==> src/rtl/freq_counter_pkg.sv <==
`default_nettype none
// ============================================================================
// Module   : freq_counter_pkg
// Brief    : Shared types and constants for the frequency counter display path.
// Revision : 1.0 - initial release
// ============================================================================
package freq_counter_pkg;

    typedef enum logic [1:0] {
        IDLE  = 2'd0,
        SHIFT = 2'd1,
        DONE  = 2'd2
    } state_t;

    localparam int         BCD_DIGIT_W = 4;
    localparam logic [3:0] BCD_NINE    = 4'd9;

endpackage
`default_nettype wire

==> src/rtl/bcd_dabble_digit.sv <==
`default_nettype none
// ============================================================================
// Module   : bcd_dabble_digit
// Brief    : One double-dabble digit slice: adds 3 when the digit is >= 5.
// Revision : 1.0 - initial release
// ============================================================================
module bcd_dabble_digit
    import freq_counter_pkg::*;
(
    input  logic [BCD_DIGIT_W-1:0] i_digit,
    output logic [BCD_DIGIT_W-1:0] o_digit
);

    // Modular add is safe: the largest input taking the +3 path is 9 -> 12.
    assign o_digit = (i_digit >= BCD_DIGIT_W'(5)) ? i_digit + BCD_DIGIT_W'(3) : i_digit;

endmodule
`default_nettype wire

==> src/rtl/bin_to_bcd_seq.sv <==
`default_nettype none
// ============================================================================
// Module   : bin_to_bcd_seq
// Brief    : Sequential double-dabble binary-to-BCD converter, one bit per
//            clock, with overflow saturation and leading-zero blanking.
// Revision : 1.0 - initial release
// ============================================================================
module bin_to_bcd_seq
    import freq_counter_pkg::*;
#(
    parameter int BIN_W  = 20,
    parameter int DIGITS = 7
) (
    input  logic                          clk,
    input  logic                          rst_n,
    input  logic                          start_i,
    input  logic [BIN_W-1:0]              bin_i,
    output logic                          ready_o,
    output logic                          valid_o,
    output logic [BCD_DIGIT_W*DIGITS-1:0] bcd_o,
    output logic [DIGITS-1:0]             blank_o,
    output logic                          ovf_o
);

    localparam int                 c_bcd_w     = BCD_DIGIT_W * DIGITS;
    localparam int                 c_work_w    = c_bcd_w + BIN_W;
    localparam int                 c_cnt_w     = (BIN_W > 1) ? $clog2(BIN_W) : 1;
    localparam logic [c_cnt_w-1:0] c_cnt_last  = c_cnt_w'(BIN_W - 1);
    localparam logic [DIGITS-1:0]  c_blank_rst = ~DIGITS'(1);

    state_t              r_state;
    logic [c_cnt_w-1:0]  r_cnt;
    logic [c_work_w-1:0] r_work;
    logic                r_sticky;

    logic [c_work_w-1:0] w_adj_work;
    logic [c_work_w-1:0] w_shifted;
    logic                w_ovf_next;
    logic [c_bcd_w-1:0]  w_result;
    logic [DIGITS-1:0]   w_blank;
    logic                w_run;

    // Accumulator occupies the upper digits, operand the lower BIN_W bits.
    assign w_adj_work[BIN_W-1:0] = r_work[BIN_W-1:0];

    for (genvar d = 0; d < DIGITS; d++) begin : g_digit
        bcd_dabble_digit u_digit (
            .i_digit (r_work[BIN_W + BCD_DIGIT_W*d +: BCD_DIGIT_W]),
            .o_digit (w_adj_work[BIN_W + BCD_DIGIT_W*d +: BCD_DIGIT_W])
        );
    end

    assign w_shifted  = {w_adj_work[c_work_w-2:0], 1'b0};
    assign w_ovf_next = r_sticky | w_adj_work[c_work_w-1];
    assign w_result   = w_ovf_next ? {DIGITS{BCD_NINE}} : w_shifted[c_work_w-1:BIN_W];

    // A digit blanks only if it and every digit above it are zero.
    always_comb begin
        w_blank = '0;
        w_run   = 1'b1;
        for (int d = DIGITS - 1; d >= 1; d--) begin
            w_run      = w_run & (w_result[BCD_DIGIT_W*d +: BCD_DIGIT_W] == '0);
            w_blank[d] = w_run;
        end
    end

    always_ff @(posedge clk or negedge rst_n) begin
        if (!rst_n) begin
            r_state  <= IDLE;
            r_cnt    <= '0;
            r_work   <= '0;
            r_sticky <= 1'b0;
            ready_o  <= 1'b1;
            valid_o  <= 1'b0;
            bcd_o    <= '0;
            blank_o  <= c_blank_rst;
            ovf_o    <= 1'b0;
        end else begin
            valid_o <= 1'b0;
            case (r_state)
                IDLE, DONE: begin
                    if (start_i) begin
                        r_state  <= SHIFT;
                        ready_o  <= 1'b0;
                        r_work   <= {c_bcd_w'(0), bin_i};
                        r_cnt    <= '0;
                        r_sticky <= 1'b0;
                    end else begin
                        r_state  <= IDLE;
                        ready_o  <= 1'b1;
                    end
                end
                SHIFT: begin
                    r_work   <= w_shifted;
                    r_cnt    <= r_cnt + c_cnt_w'(1);
                    r_sticky <= w_ovf_next;
                    if (r_cnt == c_cnt_last) begin
                        r_state <= DONE;
                        ready_o <= 1'b1;
                        valid_o <= 1'b1;
                        bcd_o   <= w_result;
                        blank_o <= w_blank;
                        ovf_o   <= w_ovf_next;
                    end
                end
                default: begin
                    r_state <= IDLE;
                    ready_o <= 1'b1;
                end
            endcase
        end
    end

endmodule
`default_nettype wire

==> config.mk <==
export PLATFORM = sky130hd
export DESIGN_NAME = bin_to_bcd_seq
export DESIGN_NICKNAME = d
export VERILOG_FILES = /design/src/rtl/freq_counter_pkg.sv /design/src/rtl/bcd_dabble_digit.sv /design/src/rtl/bin_to_bcd_seq.sv
export SDC_FILE = /design/constraint.sdc
export NUM_CORES = 1
export LEC_CHECK = 0
export BUFFER_PORTS_ARGS = -buffer_cell sky130_fd_sc_hd__buf_2
export CORE_MARGIN = 2
export CORE_UTILIZATION = 55
export CTS_BUF_LIST = sky130_fd_sc_hd__clkbuf_4
export CTS_CLUSTER_DIAMETER = 200
export DETAILED_ROUTE_END_ITERATION = 7
export GPL_TIMING_DRIVEN = 1
export PLACE_DENSITY = 0.8
export SYNTH_ARGS = -nofsm -noshare
export SYNTH_HDL_FRONTEND = slang
export SYNTH_SLANG_ARGS = --single-unit
==> constraint.sdc <==
create_clock -name clk -period 2.77 [get_ports clk]
set_input_delay 0.554 -clock clk [delete_from_list [all_inputs] [get_ports clk]]
set_output_delay 0.554 -clock clk [all_outputs]
set_load 0.02 [all_outputs]
* After elaboration in Yosys (flattened, before gate mapping)
Index checks and enable logic that the tools add are counted.
** Cells by class
- Add/subtract/negate cells :: 8
- Magnitude comparators :: 7
- Equality and inequality tests :: 5
- Multiplexer cells :: 22
- Bitwise gates (word level) :: 6
- Reductions and logical operators :: 11
** Operator list (count)
- 48-bit case mux with 2 select lines :: 1
- 48-bit two-way mux :: 1
- 4-bit by 2-bit adder with 4-bit output, second input constant :: 7
- 4-bit by 3-bit greater-or-equal comparator with 1-bit output, second input constant :: 7
- 28-bit two-way mux :: 1
- 4-bit two-way mux :: 7
- 4-bit logical NOT :: 6
- 5-bit case mux with 2 select lines :: 1
- 1-bit two-way mux :: 6
- 5-bit by 1-bit adder with 5-bit output, second input constant :: 1
- 1-bit bitwise AND :: 5
- 5-bit equality test, second input constant :: 1
- 5-bit two-way mux :: 1
- 2-bit != test, second input constant :: 2
- 1-bit case mux with 2 select lines :: 2
- 2-bit case mux with 2 select lines :: 1
- 2-bit AND reduction :: 2
- 2-bit by 1-bit equality test with 1-bit output, second input constant :: 1
- 2-bit equality test, second input constant :: 1
- 2-bit logical NOT :: 1
- 2-bit two-way mux :: 1
- 2-bit nonzero test :: 1
- 2-bit OR reduction :: 1
- 1-bit bitwise OR :: 1
** Word-level totals
- Flip-flop bits (word level) :: 93
- Bits of input ports :: 23
- Output and inout port bits :: 38
- Word-level logic and storage cells :: 68

* Logic depth before layout (Yosys ltp)
- Word-level depth :: 10
- Gate-level depth with buffers :: 10
- Mapped depth without buffers :: 8

* Hierarchy
From an unflattened synthesis, not the netlist that was laid out.
** Second synthesis, totals
- Cells, all modules :: 455
- Area, all modules :: 4389.2 um^2
** By module, submodules not included
- bin_to_bcd_seq :: times used 1, cells an instance 343, area an instance 3679.8 um^2, sequential area each 2336.0 um^2
- bcd_dabble_digit :: times used 7, cells an instance 16, area an instance 101.3 um^2, sequential area each 0.0 um^2

* Least setup slack after synthesis
OpenSTA, ideal clock, no wires.
- Path kind :: reg2reg
- Start :: register r_work[45]
- End :: register blank_o[1]
- Library setup time :: 0.063 ns
- Arrival :: 2.028 ns
- Data required time :: 2.707 ns
- Path slack :: 0.679 ns
- Stages on the path, launching flop included :: 9
- Path buffers :: 0
- Clock period less this slack :: 2.091 ns
- Cell sequence :: dfrtp_1 > inv_1 > ha_1 > nand2b_2 > a2111oi_4 > o211ai_2 > nor4_4 > and3_1 > a32o_1
** Between the ends
- Longest elaborated chain between the ends :: 10
- Elaborated cells between the ends (all ways) :: 16
- Those cells by class :: add/sub (1); order compare (1); mux (2); bitwise (6); reduce/logical (6)
** Ends and longest elaborated chain
- start: declaration :: RTL line bin_to_bcd_seq.sv:33 : logic [c_work_w-1:0] r_work;
- start signal: assignment :: RTL line bin_to_bcd_seq.sv:85 : r_work <= {c_bcd_w'(0), bin_i};
- start signal: assignment :: RTL line bin_to_bcd_seq.sv:94 : r_work <= w_shifted;
- 4-bit by 2-bit adder with 4-bit output / 4-bit by 3-bit greater-or-equal comparator with 1-bit output (equally long branches) :: RTL line bcd_dabble_digit.sv:15 : assign o_digit = (i_digit >= BCD_DIGIT_W'(5)) ? i_digit + BCD_DIGIT_W'(3) : i_digit;
- 4-bit two-way mux (*) :: RTL line bcd_dabble_digit.sv:15
- 1-bit bitwise OR :: RTL line bin_to_bcd_seq.sv:54 : assign w_ovf_next = r_sticky | w_adj_work[c_work_w-1];
- 28-bit two-way mux (*) :: RTL line bin_to_bcd_seq.sv:55 : assign w_result = w_ovf_next ? {DIGITS{BCD_NINE}} : w_shifted[c_work_w-1:BIN_W];
- 4-bit logical NOT :: RTL line bin_to_bcd_seq.sv:62 : w_run = w_run & (w_result[BCD_DIGIT_W*d +: BCD_DIGIT_W] == '0);
- 1-bit bitwise AND (4 in a row) :: RTL line bin_to_bcd_seq.sv:62
- 1-bit bitwise AND (*) :: RTL line bin_to_bcd_seq.sv:62
- end signal: assignment :: RTL line bin_to_bcd_seq.sv:76 : blank_o <= c_blank_rst;
- end signal: assignment :: RTL line bin_to_bcd_seq.sv:102 : blank_o <= w_blank;
- end: declaration :: RTL line bin_to_bcd_seq.sv:21 : output logic [DIGITS-1:0] blank_o,
Every way passes the cells marked *; elsewhere a longest branch is shown, timed or not.
A chain may end at the register's enable or synchronous reset.

* Worst setup path after layout
- Start :: register r_work[44]
- End :: register blank_o[1]
The elaborated chain is that of the path after synthesis.

==> flow_summary.ini <==
[cts]
cts_buffer_depth = 2
cts_sinks = 93
hold_buffers = 0
clk_latency_ps = 440
cts_buffers = 9
cts_setup_buffers = 0
htree_levels = 3
clk_pin_slew_ps = 150
tritoncts = yes
cts_root_buffer = clkbuf_4
cts_resized = 0

[route]
vias = 3444
ant_nets = 0
first_pass_iters = 4
totalWireLength_mm = 9.31
drtIter0Drc = 205
drc = 0
via_per_inst = 5.76
routedWlPerCell_um = 15.6

[global_routing]
grt.overflow.total = 0
busiest_layer = met2
antenna_found_initial = 0
grt_max_degree = 51
met2_usage = 0.357
grt_first_pass_wirelength_mm = 15.5
grt.total_usage = 0.227
use_met3 = 0.0361
grtUsageMet1 = 0.319
grt_pass1_vias = 3234

[die]
num_rows = 32
die-area_um2 = 8780
die_h_um = 93.7
core_area_um2 = 7770
die_w_um = 93.7
start_util = 0.570
pin_count = 61

[yosys]
synth_cell_types = 50
synthSimpleGateAreaFrac = 0.167
synth_top_family_by_area = compound AO/OA/AOI/OAI gates
synth-xor-area-share = 0.0138
async_flop_share = 1.00
yosysMostFrequentCell = dfrtp_1
synthTopCellsByArea = dfrtp_1 (49%), nand2_1 (6.6%), a22o_1 (5.7%), ha_1 (4.2%), dfstp_2 (4.2%)
syn-instance-count = 440
synth-edff-count = 0
synthAdderAreaFrac = 0.0424
ys_seq_elements = 93
synth_top_area_frac = 0.486
avgSynthCellArea_um2 = 10.1
synthMuxAreaShare = 0.0161
synth_area_um2 = 4430
yosys-top-cells-count = dfrtp_1 (86), nand2_1 (78), o21ai_0 (31)
synth_nets = 478
synth_ff_type = dfrtp_1
synth_compound_area_frac = 0.188
yosysTopAreaCell = dfrtp_1
yosysWarnings = 0
synth_seq_area_share = 0.528

[timing]
fmax_ghz = 0.430
min_period_over_period = 0.839
clock_skew_ps = 14.8
worst_pin_slew_ps = 643
grt_setup_unrepaired = false
setup-violations-final = 0
maxSlewViolCount = 0
worst_slew_margin_rel = 0.572
whs_ps = 113
fin_crit_ps = 2330
finalHoldViolCount = 0
tns_ps = 0

[layout]
syn_to_final_growth_pct = 11.8
diodes = 0
finalInstanceArea_um2 = 4950
fin_nets = 529
layout-drive-gt1-share = 0.214

[worst_setup_path]
arrival_ps = 2720
cpPeakStageDelay_ps = 500
cp_slowest_cell = dfrtp_1
cp-end-kind = register
cp.required_ps = 3160
crit_path_start_kind = register
crit_family = compound AO/OA/AOI/OAI gates
crit_type = reg2reg
worstPathBufferInverterCount = 1
critPathMaxFanout = 7
crit_chain = inv_1, ha_1, nand2b_2, a2111oi_4, o211ai_2, nor4_4, and3_1, a32o_1

[placement]
gp_congestion = 0.862
dpl.hpwl_mm = 6.45
port_buffers = 59
dpl_cell_area_um2 = 4810

[min_path]
hp-class = in2async

[run]
drv_cap = 0

[pwr]
ir_drop_uv = 649
power_leakage_nw = 2.33
power.density_nw_per_um2 = 1220

[status]
outcome = finished clean
-- cell usage in the layout (no fill, tap or decap), drive strengths merged, types with 7 or more instances in the layout --
cell,instances
xnor2,7
nand2,78
inv,18
nand3,11
dfrtp,86
nor2,23
a31oi,10
a22oi,19
nor3b,8
o21ai,32
buf,68
ha,15
dfstp,7
a22o,29
clkbuf,9
nand2b,11
a21oi,18
-- area by class of cell --
| type | instances | area, µm² |
|---|---|---|
| inverter | 16 | 60.1 |
| sequential | 93 | 2340 |
| clock buffer | 9 | 67.6 |
| multi-input combinational | 303 | 1910 |
| tap | 102 | 128 |
| clock inverter | 7 | 72.6 |
| timing repair buffer | 68 | 378 |
| fill | 654 | 2820 |
-- kinds of logic (layout without fill, tap and decap cells) --
group           count (synthesis)  count (layout)
xor+xnor                        7               7
compound gates                119             119
mux                             7               7
simple gates                  154             154
buf+inv                        44             100
flops                          93              93
fa+ha+maj                      15              15
other cells                     1               1
-- stage by stage --
stage / std cells / worst slack, ps / power [W] / utilization
2_1_floorplan: 440 / 679 / 0.00454 / -
5_1_grt: 598 / 308 / 0.00654 / 0.637
4_1_cts: 598 / 464 / 0.00608 / 0.637
3_5_place_dp: 582 / 500 / 0.00532 / 0.619
6_report: 598 / 445 / 0.00605 / 0.637
3_3_place_gp: 582 / 554 / 0.00519 / 0.619
-- layer usage --
layer	share of wire	routed length, µm
met5	0	0
met4	0.017	157
met3	0.050	466
met2	0.46	4260
met1	0.48	4430
-- power by group --
| group | switching (W) | internal, W |
|---|---|---|
| registers | 0.000463 | 0.00192 |
| logic | 0.00174 | 0.00116 |
| clock network | 0.000479 | 0.000279 |
| total | 0.00268 | 0.00337 |
-- state kept, by name (all words and copies together) (netlist names) --
signal	cells
ready_o	1
r_sticky	1
ovf_o	1
valid_o	1
r_cnt	5
blank_o	6
r_state	2
bcd_o	28
r_work	48
-- final timing paths --
kind	start	endpoint	slack [ps]	depth (start not counted)
worst min-delay path	rst_n	bcd_o[23]$_DFFE_PN0P_	110	1
max in group asynchronous	rst_n	ready_o$_DFFE_PN1P_	1950	2
worst max register to register	r_work[44]$_DFFE_PN0P_	blank_o[1]$_DFFE_PN1P_	440	8
worst min register to register	blank_o[4]$_DFFE_PN1P_	blank_o[4]$_DFFE_PN1P_	480	2
min in group clk	bin_i[4]	r_work[4]$_DFFE_PN0P_	320	3
worst max-delay path	r_work[44]$_DFFE_PN0P_	blank_o[1]$_DFFE_PN1P_	440	8
Note: power is estimated with default switching activity, not from simulation.
